### config.mk
export PLATFORM = sky130hd
export DESIGN_NAME = branch_predict_unit
export DESIGN_NICKNAME = d
export VERILOG_FILES = /design/src/rtl/branch_predict_unit.sv
export SDC_FILE = /design/constraint.sdc
export NUM_CORES = 1
export LEC_CHECK = 0
export ABC_CLOCK_PERIOD_IN_PS = 7960
export CORE_MARGIN = 8
export CORE_UTILIZATION = 25
export DETAILED_ROUTE_END_ITERATION = 10
export PLACE_DENSITY_LB_ADDON = 0.3
export SLEW_MARGIN = 40
export SYNTH_ARGS = -nofsm -noshare
export SYNTH_HDL_FRONTEND = slang
export SYNTH_SLANG_ARGS = --single-unit
### constraint.sdc
create_clock -name clk_i -period 7.96 [get_ports clk_i]
set_input_delay 2.388 -clock clk_i [delete_from_list [all_inputs] [get_ports clk_i]]
set_output_delay 2.388 -clock clk_i [all_outputs]
set_load 0.03 [all_outputs]
### src/rtl/branch_predict_unit.sv
// ---------------------------------------------------------------------------------------------
// branch_predict_unit
//
// ID-stage branch resolver with a PC-indexed table of saturating counters (BHT) for IF-stage
// direction prediction, plus branch / mispredict performance counters.
//
// Ports:
//   clk_i            clock, all state updates on rising edge
//   rst_i            synchronous active-high reset
//   if_pc_i          PC being fetched; indexes the BHT for pred_taken_o
//   pred_taken_o     MSB of the indexed BHT counter (combinational read)
//   id_valid_i       ID instruction valid
//   id_stall_i       ID held this cycle; blocks every state update
//   id_pc_i          PC of the ID instruction
//   opcode_i         ID opcode
//   funct3_i         ID funct3
//   rs1_data_i       forwarded rs1 value
//   rs2_data_i       forwarded rs2 value
//   imm_i            sign-extended B/J/I immediate
//   id_pred_taken_i  prediction made in IF for the ID instruction
//   branch_o         valid conditional branch with legal funct3
//   taken_o          resolved direction (1 for JAL/JALR)
//   flush_o          flush IF_ID and redirect fetch
//   redirect_pc_o    fetch PC when flush_o=1, fall-through otherwise
//   br_count_o       resolved conditional branches
//   mispred_count_o  flushes (mispredicted branches plus JAL/JALR flushes)
// ---------------------------------------------------------------------------------------------
module branch_predict_unit #(
    parameter int unsigned XLEN        = 32,
    parameter int unsigned BHT_ENTRIES = 64,
    parameter int unsigned CNT_W       = 2,
    parameter int unsigned PERF_W      = 32
) (
    input  logic              clk_i,
    input  logic              rst_i,

    input  logic [XLEN-1:0]   if_pc_i,
    output logic              pred_taken_o,

    input  logic              id_valid_i,
    input  logic              id_stall_i,
    input  logic [XLEN-1:0]   id_pc_i,
    input  logic [6:0]        opcode_i,
    input  logic [2:0]        funct3_i,
    input  logic [XLEN-1:0]   rs1_data_i,
    input  logic [XLEN-1:0]   rs2_data_i,
    input  logic [XLEN-1:0]   imm_i,
    input  logic              id_pred_taken_i,

    output logic              branch_o,
    output logic              taken_o,
    output logic              flush_o,
    output logic [XLEN-1:0]   redirect_pc_o,

    output logic [PERF_W-1:0] br_count_o,
    output logic [PERF_W-1:0] mispred_count_o
);

    localparam int unsigned IdxW = $clog2(BHT_ENTRIES);

    // Counters reset to weakly not-taken: MSB clear, all lower bits set.
    localparam logic [CNT_W-1:0] CntMax  = {CNT_W{1'b1}};
    localparam logic [CNT_W-1:0] CntInit = CNT_W'((1 << (CNT_W - 1)) - 1);

    localparam logic [6:0] OpBranch = 7'b1100011;
    localparam logic [6:0] OpJal    = 7'b1101111;
    localparam logic [6:0] OpJalr   = 7'b1100111;

    // -----------------------------------------------------------------------------------------
    // Address arithmetic (all modulo 2^XLEN)
    // -----------------------------------------------------------------------------------------
    logic [XLEN-1:0] br_target;
    logic [XLEN-1:0] fall_pc;
    logic [XLEN-1:0] jalr_sum;
    logic [XLEN-1:0] jalr_target;

    assign br_target   = id_pc_i + imm_i;
    assign fall_pc     = id_pc_i + XLEN'(4);
    assign jalr_sum    = rs1_data_i + imm_i;
    assign jalr_target = {jalr_sum[XLEN-1:1], 1'b0};

    // -----------------------------------------------------------------------------------------
    // Condition evaluation
    // -----------------------------------------------------------------------------------------
    logic rs_eq;
    logic rs_lt;
    logic rs_ltu;
    logic cond_true;
    logic f3_legal;

    assign rs_eq  = (rs1_data_i == rs2_data_i);
    assign rs_lt  = ($signed(rs1_data_i) < $signed(rs2_data_i));
    assign rs_ltu = (rs1_data_i < rs2_data_i);

    always_comb begin
        cond_true = 1'b0;
        f3_legal  = 1'b1;
        case (funct3_i)
            3'b000:  cond_true = rs_eq;
            3'b001:  cond_true = ~rs_eq;
            3'b100:  cond_true = rs_lt;
            3'b101:  cond_true = ~rs_lt;
            3'b110:  cond_true = rs_ltu;
            3'b111:  cond_true = ~rs_ltu;
            default: f3_legal  = 1'b0;
        endcase
    end

    // -----------------------------------------------------------------------------------------
    // Decode, resolve and redirect
    // -----------------------------------------------------------------------------------------
    logic is_branch;
    logic is_jal;
    logic is_jalr;

    assign is_branch = id_valid_i && (opcode_i == OpBranch) && f3_legal;
    assign is_jal    = id_valid_i && (opcode_i == OpJal);
    assign is_jalr   = id_valid_i && (opcode_i == OpJalr);

    always_comb begin
        branch_o      = 1'b0;
        taken_o       = 1'b0;
        flush_o       = 1'b0;
        redirect_pc_o = fall_pc;
        if (is_branch) begin
            branch_o = 1'b1;
            taken_o  = cond_true;
            // A not-taken mispredict redirects to fall-through, already the default.
            if (cond_true != id_pred_taken_i) begin
                flush_o = 1'b1;
                if (cond_true) begin
                    redirect_pc_o = br_target;
                end
            end
        end else if (is_jal) begin
            taken_o = 1'b1;
            if (!id_pred_taken_i) begin
                flush_o       = 1'b1;
                redirect_pc_o = br_target;
            end
        end else if (is_jalr) begin
            // No target prediction exists, so JALR always redirects.
            taken_o       = 1'b1;
            flush_o       = 1'b1;
            redirect_pc_o = jalr_target;
        end
    end

    // -----------------------------------------------------------------------------------------
    // Branch history table
    // -----------------------------------------------------------------------------------------
    logic [CNT_W-1:0] bht_q [BHT_ENTRIES];
    logic [IdxW-1:0]  if_idx;
    logic [IdxW-1:0]  id_idx;
    logic [CNT_W-1:0] bht_cur;
    logic [CNT_W-1:0] bht_d;
    logic             bht_we;

    // Word-aligned PCs: drop the two low bits, take the next IdxW bits unhashed.
    assign if_idx = if_pc_i[IdxW+1:2];
    assign id_idx = id_pc_i[IdxW+1:2];

    // Read is the registered value, so a same-cycle update of this index is not bypassed.
    assign pred_taken_o = bht_q[if_idx][CNT_W-1];

    assign bht_cur = bht_q[id_idx];
    assign bht_we  = branch_o && !id_stall_i;

    always_comb begin
        bht_d = bht_cur;
        if (taken_o) begin
            if (bht_cur != CntMax) begin
                bht_d = bht_cur + CNT_W'(1);
            end
        end else begin
            if (bht_cur != '0) begin
                bht_d = bht_cur - CNT_W'(1);
            end
        end
    end

    always_ff @(posedge clk_i) begin
        if (rst_i) begin
            for (int i = 0; i < int'(BHT_ENTRIES); i++) begin
                bht_q[i] <= CntInit;
            end
        end else if (bht_we) begin
            bht_q[id_idx] <= bht_d;
        end
    end

    // -----------------------------------------------------------------------------------------
    // Performance counters (wrap silently)
    // -----------------------------------------------------------------------------------------
    logic [PERF_W-1:0] br_count_q;
    logic [PERF_W-1:0] br_count_d;
    logic [PERF_W-1:0] mispred_count_q;
    logic [PERF_W-1:0] mispred_count_d;

    always_comb begin
        br_count_d      = br_count_q;
        mispred_count_d = mispred_count_q;
        if (!id_stall_i) begin
            if (branch_o) begin
                br_count_d = br_count_q + PERF_W'(1);
            end
            if (flush_o) begin
                mispred_count_d = mispred_count_q + PERF_W'(1);
            end
        end
    end

    always_ff @(posedge clk_i) begin
        if (rst_i) begin
            br_count_q      <= '0;
            mispred_count_q <= '0;
        end else begin
            br_count_q      <= br_count_d;
            mispred_count_q <= mispred_count_d;
        end
    end

    assign br_count_o      = br_count_q;
    assign mispred_count_o = mispred_count_q;

    // Fetch-PC bits outside the index field carry no information for the table.
    logic unused_if_pc;
    assign unused_if_pc = ^{if_pc_i[XLEN-1:IdxW+2], if_pc_i[1:0]};

endmodule

==> run metrics, run 1 <==
hold_buf cts=0; most used flip-flop cell after synthesis=edfxtp_1; Die H=267 um; final core area utilization=35.9%; yosys warns=0; TritonCTS Buffers=17; clock skew=0.0170 ns; vias in the first global route=16.3k; H-tree levels=4; die area=0.0713 mm2; Max Clk Rate=0.126 GHz; total global-route track usage=17.4%; CTS tree=done; Period minus WS final=7.94 ns; Synth Register Bits=192; Syn Std Cell Area=0.0158 mm2; fraction of registers with async set/reset=0%; count of flip-flops with a built-in enable after synthesis=128; Root Buffer Master=clkbuf_16; worst slew pin tran=0.894 ns; global-route wire length before repair=97200 um; Final period util=99.7%; Post-DRT Antenna Nets=0; hold path depth=2; synth unique cells=78; CP Data Required Time=5.57 ns; Clock Pin Slew Worst Setup and Hold Paths=0.07 ns; PD cells=128 mW/mm2; routability cong.=0.904; synth top area cells=edfxtp_1, dfxtp_1, ha_1; TNS Setup=0 ns; Seq/Total Area, Yosys=32.5%; vias per inst=5.28; # IOs=275; endpoints failing hold=0; worst rel slew slack=40.2%; Clk Latency, worst-skew pair=0.45 ns; PortBufs=248; most common cell in the synthesized netlist=nor2_1; Initial Util=25.1%; RSZ-0062 raised after global routing=yes; leakage=8.46 nW; Residual DRC=0; worst min path class=flop to flop; most common library cells after synthesis=nor2_1, nand2_1, edfxtp_1, a21oi_1, nand3_1; Hold WS=0.509 ns; Avg WL per Cell=20.9 um; syn nets=2099; fraction of layout cells with a size suffix above 1=25.5%; crit path launch type=input pin; share of the synthesized area in the top cell type=24.4%; status=finished, final reports clean; crit path max fanout=3; TritonCTS Sinks=192; Mapped Avg Cell Area=8.63 um2; Reg2Reg Depth=8; Critical Path AT=5.55 ns; drt pass-1 iters=6; Net count, final=2519; # rows=92; CP Class=input pin to primary output; initial antenna violation count=4; largest net degree at the start of global routing=84; max_cap viols=0; Pins Over Slew Limit=0; largest area contributor in the netlist=edfxtp_1; Overflow after GRT=0; DR iter-0 viols=1290; WL final=65000 um; routed via count=16.4k; Final setup violation count=0; Gate Count Post-Synth=1826; final instance area=0.0225 mm2; Cell Area, Placed=0.0207 mm2; Die Wd=267 um; area grow syn2layout=43.0%; worst vdd rail ir drop=0.109 mV; hpwl dp=49200 um; Max Root-Sink Buffers=2; nature of the critical path endpoint=primary output; CORE AREA=0.0627 mm2
==> path summary, 6_finish.rpt <==
path / from / endpoint / slack (ns)
max: id_pc_i[0] / redirect_pc_o[30] / 0.02
min: mispred_count_o[26] / mispred_count_o[26] / 0.51
max reg2reg: bht_q[35][1] / bht_q[44][1] / 4.90
min reg2reg: mispred_count_o[26] / mispred_count_o[26] / 0.51
==> routing by layer <==
metal  part of all wire, %  global-route usage (%)  wire [um]
met1                    42                    22.1      27500
met2                    48                    29.4      31100
met3                   6.8                    3.19       4400
met4                   3.1                    5.91       1990
met5                     0                       0          0
==> where the power goes <==
group,internal (mW),switching [mW]
sequential,1.07,0.00791
combinational,0.436,0.501
clock,0.445,0.426
total,1.95,0.935
==> worst max-delay path, cell delays in order <==
cell,delay [ns]
buf_8,0.08
ha_4,0.13
inv_2,0.04
fa_2,0.41
nor2b_4,0.17
o2111ai_4,0.14
a31oi_4,0.23
o221a_4,0.25
o31ai_4,0.08
a311o_1,0.38
a32oi_1,0.20
buf_4,0.17
mux2i_2,0.22
o21ai_1,0.09
a221o_1,0.40
buf_6,0.15
==> registers in the layout (all words and copies together) (netlist names) <==
register and count:
bht_q 128, br_count_o 32, mispred_count_o 32
==> cell type report <==
cell class                      count  area [um2]
Timing Repair Buffer              523        4530
Clock buffer                       19         433
Clock inverter                     13         145
Fill cell                        6374       40200
Tap cell                          846        1060
Inverter                           61         229
Antenna cell                        2        5.00
Sequential cell                   192        5120
Multi-Input combinational cell   1451       11000
==> metrics by stage <==
step	worst slack, ns	total power [mW]	instances
after floorplan	0.151	1.55	1826
after global placement	-0.857	1.92	3048
after detailed placement	-0.877	1.93	3048
after CTS	-0.0639	2.87	3102
after global routing	-0.109	3.01	3106
final	0.0228	2.89	3107
==> repair_timing <==
item,4_1_cts,5_1_grt
pin swaps,83,66
resized for setup,254,108
endpoints found under the setup margin,34,30
hold endpoints to repair,0,0
buffers inserted,23,5
==> cell usage in the layout, fill, tap and decap left out, types with 34 or more instances in the layout <==
master,synthesis,final
buf_4,1,282
nand2_1,147,145
nor2_1,148,141
edfxtp_1,128,128
clkdlybuf4s50_1,0,126
a21oi_1,116,106
nand3_1,102,96
a21o_1,73,73
dfxtp_1,64,64
o21ai_0,74,60
ha_1,96,59
nor3_1,57,52
xnor2_1,55,51
dlygate4sd2_1,0,50
xor2_1,49,49
ha_4,0,36
inv_1,60,35
nand4_1,34,34
==> logic make-up after synthesis <==
| group | after synthesis | share of synthesized area [%] |
|---|---|---|
| buf+inv | 183 | 4.81 |
| fa+ha+maj | 100 | 8.00 |
| flops | 192 | 32.5 |
| simple gates | 705 | 22.6 |
| compound gates | 482 | 20.6 |
| xor+xnor | 104 | 5.78 |
| mux | 60 | 5.72 |
Power figures use the tool's default switching activity.
==> run 2, diff against run 1 <==
CORE_UTILIZATION = 53   (was 25)
CTS_CLUSTER_DIAMETER = 50   (was not set)
==> run metrics, run 2 (synthesized netlist as in run 1, its figures left out) <==
PD cells=129 mW/mm2 (+0.49%); WL final=61300 um (-5.6%); dpl ws=-1.05 ns (-0.172 ns); largest net degree at the start of global routing=81 (-3.6%); Biggest register=bht_q; area grow syn2layout=40.3%; DR iter-0 viols=1848 (+43%); worst slew pin tran=0.864 ns (-0.0299 ns); H-tree levels=4 (unchanged); Root Buffer Master=clkbuf_16; fillcell total=2122 (-67%); max_cap viols=0 (unchanged); CP Class=input pin to primary output; crit path max fanout=5 (+2); CTS tree=done; Period minus WS final=7.92 ns (-0.0172 ns); antenna cell count=0 (-2); Die H=188 um (-29%); Clk Latency, worst-skew pair=0.44 ns (about the same); CP Data Required Time=5.57 ns (about the same); worst min path class=flop to flop; Final WS setup=0.0399 ns (+0.0172 ns); fraction of layout cells with a size suffix above 1=26.2% (+0.79 points); leakage=8.62 nW (+1.9%); endpoints failing hold=0 (unchanged); Worst Min Path Start=mispred_count_o[31]; routability cong.=0.992 (+9.8%); Reg2Reg Depth=8 (unchanged); Storage cell area=0.00512 mm2 (unchanged); global-route wire length before repair=94300 um (-3.0%); CORE AREA=0.0295 mm2 (-53%); total global-route track usage=33.0% (+16 points); Clock Pin Slew Worst Setup and Hold Paths=0.07 ns (about the same); Max Root-Sink Buffers=2 (unchanged); routing usage on met2=54.4% (+25 points); die area=0.0355 mm2 (-50%); hpwl dp=44500 um (-9.7%); vias per inst=6.45 (+22%); TritonCTS Buffers=17 (unchanged); TritonCTS Sinks=192 (unchanged); worst rel slew slack=42.2% (+2.0 points); met3 Usage GRT=6.71% (+3.5 points); hold path endpoint=mispred_count_o[31]; gr busiest metal=met2; vias in the first global route=17.3k (+6.3%); nature of the critical path endpoint=primary output; Overflow after GRT=0 (unchanged); most frequent cells in the layout=buf_4, nand2_1, nor2_1; TNS Setup=0 ns (unchanged); Net count, final=2554 (+1.4%); hold_buf cts=0 (unchanged); Initial Util=53.5% (+28 points); commonest non-fill, non-tap cell in the layout=buf_4; Final period util=99.5% (-0.22 points); worst vdd rail ir drop=0.266 mV (+140%); status=finished, final reports clean; clock skew=0.0110 ns (-0.00601 ns); crit path launch type=input pin; PortBufs=248 (unchanged); Pins Over Slew Limit=0 (unchanged); # rows=63 (-32%); drt pass-1 iters=8 (+2); Critical Path AT=5.53 ns (-0.02 ns); Final setup violation count=0 (unchanged); initial antenna violation count=0 (-4); GR Util met1=39.5% (+17 points); Post-DRT Antenna Nets=0 (unchanged); routed via count=17.3k (+5.5%); max reg flops=128 (unchanged); Residual DRC=0 (unchanged); Avg WL per Cell=22.8 um (+9.2%); worst reg2reg startpoint=bht_q[35][1]; Die Wd=188 um (-29%); Multi-input gate area=0.0109 mm2 (-0.69%); RR Endpoint=bht_q[50][1]; # IOs=275 (unchanged); Max Clk Rate=0.126 GHz (+0.22%); hold path depth=2 (unchanged); R2R Setup Slk=4.73 ns (-0.17 ns)
## run 2: where the power goes
group          total (mW)  switching (mW)  leakage, nW  internal, mW
logic               0.956           0.508         6.74         0.448
registers            1.08         0.00769         1.62          1.07
clock network       0.813           0.404        0.264         0.409
## run 2: stage by stage
| step | utilization (%) | instances | cell area, um2 | hold slack, ns | total power, mW |
|---|---|---|---|---|---|
| finish | 75.0 | 2684 | 22100 | 0.489 | 2.85 |
| global route | 75.0 | 2684 | 22100 | 0.514 | 2.95 |
| global placement | 69.2 | 2630 | 20400 | 0.466 | 1.92 |
| floorplan | - | 1826 | 15800 | 0.603 | 1.55 |
| detailed placement | 69.2 | 2630 | 20400 | 0.473 | 1.94 |
| CTS | 73.7 | 2679 | 21700 | 0.484 | 2.79 |
## run 2: worst max-delay path: stages
cell and delay (ns):
dlygate4sd2_1 0.30, ha_4 0.26, buf_4 0.15, o211ai_1 0.19
nor2_1 0.07, o21a_1 0.18, o221a_4 0.28, o31ai_4 0.21
a311o_1 0.28, a32oi_2 0.16, buf_4 0.18, a31oi_4 0.21
mux2_4 0.33, a21oi_4 0.17, buf_6 0.16
## run 2: area by class of cell
cell class | instances | share of cell area [%]
clock inverters | 15 | 0.554
clock buffers | 17 | 1.92
flip-flops and latches | 192 | 23.2
inverters | 61 | 1.04
multi-input cells | 1451 | 49.4
well taps | 390 | 2.21
repair buffers | 558 | 21.7
## run 2: routing by layer
metal  wire length (um)  vias up
li1                   -     7789
met1              22700     8097
met2              28300     1139
met3               6400      275
met4               3960        0
met5                  0        -
## run 2: worst max-delay path by stage
stage	slack [ns]	from	endpoint	depth (start not counted)
floorplan	0.15	rs2_data_i[6]	redirect_pc_o[27]	13
global placement	-1.0	id_pc_i[0]	redirect_pc_o[30]	15
detailed placement	-1.05	imm_i[0]	redirect_pc_o[30]	15
CTS	0.002	imm_i[7]	redirect_pc_o[30]	16
global route	-0.04	rs2_data_i[9]	redirect_pc_o[1]	20
finish	0.04	imm_i[9]	redirect_pc_o[28]	15
## run 2: what timing repair did
action                                  4_1_cts  5_1_grt
setup buffers                                16        6
gates cloned                                  1        0
pin swaps                                    56       60
endpoints found under the setup margin       34       34
resized for setup                           243      125
==> run 3, diff against run 2 <==
==> constraint.sdc (replaced) <==
create_clock -name clk_i -period 7.96 [get_ports clk_i]
set_input_delay 1.194 -clock clk_i [delete_from_list [all_inputs] [get_ports clk_i]]
set_output_delay 1.194 -clock clk_i [all_outputs]
set_load 0.03 [all_outputs]
==> run metrics, run 3 (synthesized netlist as in run 1, its figures left out) <==
Residual DRC=0 (unchanged); CORE AREA=0.0295 mm2 (unchanged); clock skew=0.0104 ns (-0.000543 ns); Final period util=90.2% (-9.3 points); commonest non-fill, non-tap cell in the layout=clkdlybuf4s50_1; Avg WL per Cell=22.7 um (-0.65%); dpl ws=0.845 ns (+1.89 ns); initial antenna violation count=1 (+1); top layer in use=met5; Pint=1.83 mW (-4.9%); hold path depth=2 (unchanged); H-tree levels=4 (unchanged); WL final=54600 um (-11%); TNS Setup=0 ns (unchanged); hpwl dp=40300 um (-9.4%); switching portion of total power=30.2% (-2.1 points); Post-DRT Antenna Nets=0 (unchanged); Biggest register=bht_q; status=finished, final reports clean; Post-Layout Cell Count=2404 (-10%); leakage=6.89 nW (-20%); worst vdd rail ir drop=0.217 mV (-18%); Pins Over Slew Limit=0 (unchanged); Max Root-Sink Buffers=2 (unchanged); met1 WL=20500 um (-9.7%); # IOs=275 (unchanged); routability cong.=0.970 (-2.2%); Root Buffer Master=clkbuf_16; PortBufs=248 (unchanged); Post-CTS Setup Repair Bufs=0 (-16); total global-route track usage=29.4% (-3.6 points); metal3 WL=5420 um (-15%); RSZ-0062 raised after global routing=no; TritonCTS Sinks=192 (unchanged); Final WS setup=0.781 ns (+0.741 ns); fraction of layout cells with a size suffix above 1=6.06% (-20 points); Initial Util=53.5% (unchanged); Reg2Reg Depth=8 (unchanged); Die H=188 um (unchanged); worst min path class=flop to flop; PD cells=138 mW/mm2 (+7.0%); max_cap viols=0 (unchanged); worst slew pin tran=0.865 ns (+0.000430 ns); antenna cell count=0 (unchanged); crit path max fanout=5 (unchanged); max reg flops=128 (unchanged); Final setup violation count=0 (unchanged); Overflow after GRT=0 (unchanged); global-route wire length before repair=83900 um (-11%); TritonCTS Buffers=17 (unchanged); Post-CTS Resized=0 (-100%); Clk pwr share=31.5% (+2.9 points); CP Class=input pin to primary output; CTS tree=done; nature of the critical path endpoint=primary output; Hold WS=0.493 ns (+0.00454 ns); die area=0.0355 mm2 (unchanged); share of power burned in registers=41.1% (+3.2 points); Clk Latency, worst-skew pair=0.44 ns (about the same); endpoints failing hold=0 (unchanged); combinational power share=27.4% (-6.2 points); largest net degree at the start of global routing=78 (-3.7%); area grow syn2layout=20.8%; Critical Path AT=5.98 ns (+0.45 ns); vias in the first global route=15.3k (-11%); CP Data Required Time=6.77 ns (+1.20 ns); Die Wd=188 um (unchanged); vias per inst=6.56 (+1.8%); DR iter-0 viols=1871 (+1.2%); worst rel slew slack=42.3% (+0.12 points); Period minus WS final=7.18 ns (-0.741 ns); Net count, final=2274 (-11%); Max Clk Rate=0.139 GHz (+10%); # rows=63 (unchanged); Clock Pin Slew Worst Setup and Hold Paths=0.06 ns (about the same); final core area utilization=64.6% (-10 points); met2 routed WL=26000 um (-8.1%); drt pass-1 iters=6 (-2); crit path launch type=input pin; most frequent cells in the layout=clkdlybuf4s50_1, nand2_1, nor2_1; routed via count=15.8k (-8.8%); hold_buf cts=0 (unchanged); Sw Pwr=0.791 mW (-14%); cell count after placement=2371 (-9.8%)
## run 3: changes by cell type in the layout (fill, tap and decap cells not counted), sizes merged
| cell | before | now |
|---|---|---|
| bufinv | 0 | 1 |
| clkdlybuf4s15 | 7 | 0 |
| clkinvlp | 3 | 0 |
| buf | 350 | 33 |
| inv | 68 | 64 |
| clkbuf | 35 | 24 |
| clkinv | 5 | 4 |
| dlygate4sd2 | 42 | 0 |
| dlymetal6s2s | 17 | 0 |
| clkdlybuf4s50 | 124 | 245 |
## run 3: area by class of cell
type	count	area [um2]
multi-input cells	1451	9930
repair buffers	278	2720
fillers	2484	10400
clock inverters	8	66.3
clock buffers	24	492
well taps	390	488
inverters	61	229
flip-flops and latches	192	5120
## run 3: through the flow
step / area [um2] / power (mW)
2_1_floorplan: 15800 / 1.55
3_3_place_gp: 18400 / 1.79
3_5_place_dp: 18500 / 1.80
4_1_cts: 19000 / 2.61
6_report: 19000 / 2.62
5_1_grt: 19000 / 2.72
## run 3: critical path, stage by stage
cell,delay (ns)
clkdlybuf4s50_1,0.57
ha_1,0.21
inv_1,0.06
fa_1,0.41
nor2b_1,0.16
o2111ai_1,0.20
a31oi_1,0.38
o221a_2,0.32
o31ai_2,0.12
a311o_1,0.38
a32oi_1,0.45
a31oi_1,0.22
mux2_2,0.31
a21oi_1,0.25
clkdlybuf4s50_1,0.75
## run 3: power by group through the flow
stage / combinational, mW / sequential, mW / clock, mW
5_1_grt: 0.769 / 1.08 / 0.868
4_1_cts: 0.704 / 1.08 / 0.830
3_3_place_gp: 0.686 / 1.10 / 0
6_report: 0.719 / 1.08 / 0.825
2_1_floorplan: 0.455 / 1.10 / 0
3_5_place_dp: 0.699 / 1.10 / 0
## run 3: path summary, 6_finish.rpt
path / start / end / slack, ns
worst max-delay path: imm_i[0] / redirect_pc_o[28] / 0.78
worst min-delay path: mispred_count_o[31] / mispred_count_o[31] / 0.49
worst max register to register: bht_q[35][1] / bht_q[41][0] / 4.43
worst min register to register: mispred_count_o[31] / mispred_count_o[31] / 0.49
## run 3: per-layer routing
layer	vias to the layer above	global-route usage (%)
met5	-	0
met4	2	15.1
met3	197	5.75
met2	942	50.1
met1	7406	34.8
li1	7232	-
